[config.mk]
export PLATFORM = sky130hd
export DESIGN_NAME = out_byte_buffer
export DESIGN_NICKNAME = d
export VERILOG_FILES = /design/src/rtl/out_byte_buffer_pkg.sv /design/src/rtl/out_byte_buffer_sync_fifo.sv /design/src/rtl/out_byte_buffer.sv
export SDC_FILE = /design/constraint.sdc
export NUM_CORES = 1
export LEC_CHECK = 0
export ABC_AREA = 1
export CAP_MARGIN = 25
export CORE_MARGIN = 2
export CORE_UTILIZATION = 60
export CTS_CLUSTER_SIZE = 14
export DETAILED_ROUTE_END_ITERATION = 16
export PLACE_DENSITY_LB_ADDON = 0.05
export SLEW_MARGIN = 20
export SYNTH_ARGS = -nofsm -noshare
export SYNTH_HDL_FRONTEND = slang
export SYNTH_SLANG_ARGS = --single-unit
[constraint.sdc]
create_clock -name clk -period 4.11 [get_ports clk]
set_input_delay 1.0275 -clock clk [delete_from_list [all_inputs] [get_ports clk]]
set_output_delay 1.0275 -clock clk [all_outputs]
set_load 0.01 [all_outputs]
[src/rtl/out_byte_buffer_pkg.sv]
`default_nettype none
// ============================================================================
// Module      : out_byte_buffer_pkg
// Description : Shared definitions for the console-output byte buffer:
//               drain FSM state encodings and the level-width helper.
// Ports       : none (package)
// Revision    : 1.0 - initial release
// ============================================================================
package out_byte_buffer_pkg;

   // Drain FSM encodings (kept as plain 2-bit constants for legacy tools)
   localparam logic [1:0] ST_RUN   = 2'd0;
   localparam logic [1:0] ST_DRAIN = 2'd1;
   localparam logic [1:0] ST_DONE  = 2'd2;

   // Width of a counter able to hold 0..depth inclusive
   function automatic int level_width(input int depth);
      return $clog2(depth) + 1;
   endfunction

endpackage : out_byte_buffer_pkg
`default_nettype wire

[src/rtl/out_byte_buffer_sync_fifo.sv]
`default_nettype none
// ============================================================================
// Module      : out_byte_buffer_sync_fifo
// Description : Storage array with wrap-around read/write pointers. The read
//               word is presented combinationally at the read pointer.
// Ports       : clk, reset        - clock, async active-high reset
//               wr_en, wr_data    - write strobe and word
//               rd_en, rd_data    - read (advance) strobe and head word
//               empty             - no words stored
// Revision    : 1.0 - initial release
// ============================================================================
module out_byte_buffer_sync_fifo #(
   parameter int DATA_W = 11,
   parameter int DEPTH  = 16
) (
   input  logic              clk,
   input  logic              reset,
   input  logic              wr_en,
   input  logic [DATA_W-1:0] wr_data,
   input  logic              rd_en,
   output logic [DATA_W-1:0] rd_data,
   output logic              empty
);

   localparam int PW = $clog2(DEPTH);
   localparam int CW = PW + 1;

   logic [DATA_W-1:0] mem [DEPTH];
   logic [PW-1:0]     r_wr_ptr;
   logic [PW-1:0]     r_rd_ptr;
   logic [CW-1:0]     r_count;

   // Storage needs no reset; contents are only read when r_count says valid
   always_ff @(posedge clk) begin
      if (wr_en) begin
         mem[r_wr_ptr] <= wr_data;
      end
   end

   // DEPTH is a power of two, so pointers wrap naturally on overflow
   always_ff @(posedge clk or posedge reset) begin
      if (reset) begin
         r_wr_ptr <= '0;
         r_rd_ptr <= '0;
         r_count  <= '0;
      end else begin
         if (wr_en) begin
            r_wr_ptr <= r_wr_ptr + 1'b1;
         end
         if (rd_en) begin
            r_rd_ptr <= r_rd_ptr + 1'b1;
         end
         case ({wr_en, rd_en})
            2'b10:   r_count <= r_count + 1'b1;
            2'b01:   r_count <= r_count - 1'b1;
            default: r_count <= r_count;
         endcase
      end
   end

   assign rd_data = mem[r_rd_ptr];
   assign empty   = (r_count == '0);

endmodule : out_byte_buffer_sync_fifo
`default_nettype wire

[src/rtl/out_byte_buffer.sv]
`default_nettype none
// ============================================================================
// Module      : out_byte_buffer
// Description : Console-output buffer between the CPU byte port and its
//               consumer. Queues words, presents them over valid/ready from a
//               registered head, flushes on trap and reports drained, and
//               keeps sticky overflow / inactivity-timeout flags.
// Ports       : clk, reset            - clock, async active-high reset
//               in_data/valid/ready   - producer side
//               trap_in               - CPU trap level
//               out_data/valid/ready  - consumer side (registered head word)
//               level                 - words held, 0..DEPTH
//               overflow, timeout     - sticky status flags
//               drained               - trap seen and queue emptied
// Revision    : 1.0 - initial release
// ============================================================================
module out_byte_buffer
   import out_byte_buffer_pkg::*;
#(
   parameter int DATA_W       = 11,
   parameter int DEPTH        = 16,
   parameter bit DROP_ON_FULL = 1'b0,
   parameter int TIMEOUT_CYC  = 0
) (
   input  logic                          clk,
   input  logic                          reset,
   input  logic [DATA_W-1:0]             in_data,
   input  logic                          in_valid,
   output logic                          in_ready,
   input  logic                          trap_in,
   output logic [DATA_W-1:0]             out_data,
   output logic                          out_valid,
   input  logic                          out_ready,
   output logic [level_width(DEPTH)-1:0] level,
   output logic                          overflow,
   output logic                          timeout,
   output logic                          drained
);

   localparam int                LW       = level_width(DEPTH);
   localparam logic [LW-1:0]     FULL_LVL = LW'(DEPTH);
   localparam int                TW       = (TIMEOUT_CYC > 0) ? $clog2(TIMEOUT_CYC + 1) : 1;
   localparam logic [TW-1:0]     TMAX     = TW'(TIMEOUT_CYC);

   logic [1:0]        r_state;
   logic [LW-1:0]     r_level;
   logic [DATA_W-1:0] r_out_data;
   logic              r_out_valid;
   logic              r_overflow;
   logic              r_timeout;
   logic [TW-1:0]     r_tmo_cnt;

   logic              w_run;
   logic              w_room;
   logic              w_push;
   logic              w_drop;
   logic              w_pop;
   logic              w_load;
   logic              w_fifo_rd;
   logic              w_fifo_wr;
   logic              w_bypass;
   logic              w_fifo_empty;
   logic [DATA_W-1:0] w_fifo_data;
   logic [LW-1:0]     w_level_nxt;

   assign w_run  = (r_state == ST_RUN);
   assign w_room = (r_level != FULL_LVL);

   // Space is judged on the current level only: a same-cycle pop never
   // makes room for a push when full.
   assign in_ready = w_run && (w_room || DROP_ON_FULL);
   assign w_push   = in_valid && w_run && w_room;
   assign w_drop   = in_valid && w_run && !w_room && DROP_ON_FULL;
   assign w_pop    = r_out_valid && out_ready;

   // Head register refills whenever it is empty or being popped. An empty
   // FIFO lets a fresh push go straight into the head (1-cycle latency).
   assign w_load    = !r_out_valid || w_pop;
   assign w_fifo_rd = w_load && !w_fifo_empty;
   assign w_bypass  = w_load && w_fifo_empty && w_push;
   assign w_fifo_wr = w_push && !w_bypass;

   always_comb begin
      w_level_nxt = r_level;
      case ({w_push, w_pop})
         2'b10:   w_level_nxt = r_level + 1'b1;
         2'b01:   w_level_nxt = r_level - 1'b1;
         default: w_level_nxt = r_level;
      endcase
   end

   out_byte_buffer_sync_fifo #(
      .DATA_W (DATA_W),
      .DEPTH  (DEPTH)
   ) u_fifo (
      .clk     (clk),
      .reset   (reset),
      .wr_en   (w_fifo_wr),
      .wr_data (in_data),
      .rd_en   (w_fifo_rd),
      .rd_data (w_fifo_data),
      .empty   (w_fifo_empty)
   );

   always_ff @(posedge clk or posedge reset) begin
      if (reset) begin
         r_state     <= ST_RUN;
         r_level     <= '0;
         r_out_data  <= '0;
         r_out_valid <= 1'b0;
         r_overflow  <= 1'b0;
         r_timeout   <= 1'b0;
         r_tmo_cnt   <= '0;
      end else begin
         r_level <= w_level_nxt;

         if (w_fifo_rd) begin
            r_out_data  <= w_fifo_data;
            r_out_valid <= 1'b1;
         end else if (w_bypass) begin
            r_out_data  <= in_data;
            r_out_valid <= 1'b1;
         end else if (w_pop) begin
            r_out_valid <= 1'b0;
         end

         if (w_drop) begin
            r_overflow <= 1'b1;
         end

         // Entering DONE as soon as the post-edge level is zero makes
         // drained appear the cycle right after the last pop.
         case (r_state)
            ST_RUN: begin
               if (trap_in) begin
                  r_state <= (w_level_nxt == '0) ? ST_DONE : ST_DRAIN;
               end
            end
            ST_DRAIN: begin
               if (w_level_nxt == '0) begin
                  r_state <= ST_DONE;
               end
            end
            ST_DONE: r_state <= ST_DONE;
            default: r_state <= ST_RUN;
         endcase

         if (TIMEOUT_CYC != 0) begin
            if (r_tmo_cnt == TMAX) begin
               r_timeout <= 1'b1;
            end
            if (w_run) begin
               if (w_push) begin
                  r_tmo_cnt <= '0;
               end else if (r_tmo_cnt != TMAX) begin
                  r_tmo_cnt <= r_tmo_cnt + 1'b1;
               end
            end
         end
      end
   end

   assign out_data  = r_out_data;
   assign out_valid = r_out_valid;
   assign level     = r_level;
   assign overflow  = r_overflow;
   assign timeout   = r_timeout;
   assign drained   = (r_state == ST_DONE);

endmodule : out_byte_buffer
`default_nettype wire

==> results.md <==
* Unique masters post-synth at 34
* Row count at 44
* Max incr delay on CP at 0.47 ns
* Post-DR vias/cell at 5.97
* Total Power at 7.01 mW
* Cell family with most CP delay: simple AND/OR/NAND/NOR gates
* Post-Syn Area at 8810 sq um
* Slowest CP cell: clkdlybuf4s50_1
* Post-route clock skew at 0.00712 ns
* Inserted Clock Buffers at 21
* Post-Syn Instances at 702
* Cell taking the most area after synthesis: edfxtp_1
* Initial Util at 0.611
* Hold Fails Final Rpt at 0
* Iteration-0 DRC Markers at 599
* Clk_lat worst skew at 0.49 ns
* Power Density at 696 nW/um^2
* Die area at 15700 sq um
* Initial antenna violation count at 0
* Tmin final at 3.17 ns
* Final worst path period share at 0.772
* PostCTS Resize Cnt at 0
* CTS max path bufs at 3
* Root buf cell: clkbuf_16
* Dpl cells at 907
* WP buf/inv at 3
* Critical Path AT at 3.55 ns
* Setup crit start kind: input pin
* FMAX at 315 MHz
* Die height at 125 microns
* Post-DR wirelength/cell at 20.1 microns
* Post-Route WL at 19.0 mm
* Area fraction of the dominant cell type after synthesis at 0.600
* CTS tree: done
* Fin cells at 945
* Final ANT Viol Nets at 0
* RSZ-0062 raised after global routing: false
* First-pass GRT wire length at 30.3 mm
* Vias in the first global route at 5597
* Status: complete, no violations
* NumNets Final at 780
* Slew @ Worst Pin at 1.04 ns
* Slew Limit Fails at 0
* DRC errors left at 0
* Cell leakage power at 3.73 nW
* Area Overhead vs Synth at 14.4%
* CP Cell Sequence: clkdlybuf4s50_1 > nand2_1 > ha_1 > nand2_1 > inv_2 > nor2_1 > ha_1 > or2_1 > o21ai_2 > inv_2 > or2_0 > nor2_2 > nand4_2 > nand2_1 > o21ai_1 > nand2_1 > nand2_1
* N_diodes at 0
* Clock sink count at 208
* Overflow after GRT at 0
* Layout cells sized above 1 at 0.0959
* Most frequent CP cell: nand2_1
* Fin util at 0.699
* Core ar. at 14400 sq um
* Setup TNS at 0 ns
* Post-CTS Setup Bufs at 0
* Top-Level Pins at 37
* CP required at 4.49 ns
* Drt pass-1 iters at 7
* Vias at 5642
* WS Path Type: in2reg
* Largest cells by area after synthesis: edfxtp_1 60%, dfrtp_1 9.1%, nor2_1 5.0%
* Max Cap Viol at 0
* Sequential area share after synthesis at 0.691
* Placed cell area at 9390 sq um
* Slew margin rel. at 0.309
* Largest net degree at the start of global routing at 91
* Count leader, synth: edfxtp_1
* CP endpoint kind: flop
* HP Class: reg2reg
* CTS clock-pin slew for the worst setup and hold paths at 0.06 ns
* Input/output buffers at 34
* Ys async rst share at 0.154
* Worst-path maximum fanout at 6
* Cts hold-fix bufs at 0
* Die X at 125 microns
* Post-synth top flop: edfxtp_1
* #FFs+latches synth at 208
* Final setup viols at 0
* HPWL Detailed at 11.9 mm
* CTS HTree Levels at 1
* Total GRT Usage at 0.245
* Max rail drop VDD at 0.403 mV
* Routability cong. at 0.835
* Design area at 10100 sq um
* Syn_area_per_cell at 12.5 sq um
* EDFF count, synth at 176
* Top post-synthesis cells by count: 176 x edfxtp_1, 117 x nor2_1, 82 x nand2_1
* Synth warnings at 1
[registers in the layout, indices dropped and copies added (netlist names)]
signal           count
u_fifo.r_wr_ptr      4
u_fifo.r_count       5
out_data            11
level                5
u_fifo.r_rd_ptr      4
r_state              2
u_fifo.mem         176
out_valid            1
[logic make-up (layout without fill, tap and decap cells)]
family,after synthesis,count (layout),synth area share
buffers and inverters,77,135,0.0362
AO/OA/AOI/OAI,116,116,0.0898
multiplexers,31,31,0.0352
AND/OR/NAND/NOR,242,242,0.112
flip-flops,208,208,0.691
XOR/XNOR,10,10,0.00995
adder cells (fa/ha/maj),17,17,0.0250
other,1,2,0.000426
[power by group]
group | internal [mW] | switching [mW]
logic | 0.909 | 1.50
registers | 2.56 | 0.256
clock network | 1.05 | 0.745
total | 4.52 | 2.50
[through the flow]
| step | hold slack, ns | worst slack, ns |
|---|---|---|
| CTS | 0.472 | 0.931 |
| finish | 0.475 | 0.936 |
| global placement | 0.466 | 0.510 |
| floorplan | 0.443 | 1.12 |
| detailed placement | 0.459 | 0.418 |
| global route | 0.515 | 0.650 |
[area by class of cell]
cell class	count	area, sq um
Timing Repair Buffer	59	548
Clock buffer	31	623
Multi-Input combinational cell	418	2400
Sequential cell	208	6090
Clock inverter	6	32.5
Inverter	39	146
Fill cell	1029	4350
Tap cell	184	230
[worst reg2reg max path: stages, from the launching register on]
cell and delay, ns:
dfrtp_1 0.45, inv_2 0.12, nand3_1 0.07, o31ai_1 0.24, inv_2 0.08, nand2_1 0.17, ha_1 0.30, nand2_1 0.10
inv_2 0.06, nor2_1 0.05, ha_1 0.26, or2_1 0.21, o21ai_2 0.07, inv_2 0.04, or2_0 0.20, nor2_2 0.15
nand4_2 0.15, nand2_1 0.11, o21ai_1 0.07, nand2_1 0.06, nand2_1 0.05
[routing by layer]
layer	global-route usage	routed length [microns]
met5	0	0
met4	0.0627	359
met3	0.0355	1350
met2	0.404	9090
met1	0.351	8160
[cell usage in the layout, fill, tap and decap left out, drive strengths merged, types with 2 or more instances in the layout]
master,n
edfxtp,176
inv,39
nand2,82
xor2,8
conb,2
a21oi,3
dfrtp,32
o211ai,13
o32ai,13
o21ai,54
xnor2,2
clkbuf,31
or2,2
clkinv,5
mux2i,31
clkdlybuf4s50,34
o221ai,31
nand4,7
nor2,120
nand3,30
ha,16
buf,25
[final timing paths]
kind / endpoint / from / depth (start not counted) / slack, ns
max in group asynchronous: out_data[1]$_DFFE_PP0P_ / reset / 3 / 2.41
min in group asynchronous: u_fifo.r_count[0]$_DFFE_PP0P_ / reset / 2 / 1.01
setup / recovery: r_state[1]$_DFFE_PP0P_ / in_valid / 17 / 0.94
hold reg to reg: u_fifo.r_count[4]$_DFFE_PP0P_ / u_fifo.r_count[4]$_DFFE_PP0P_ / 1 / 0.47
setup reg to reg: r_state[1]$_DFFE_PP0P_ / level[2]$_DFF_PP0_ / 20 / 1.01
hold / removal: u_fifo.r_count[4]$_DFFE_PP0P_ / u_fifo.r_count[4]$_DFFE_PP0P_ / 1 / 0.47
No activity file was read; power rests on OpenSTA's default activity.
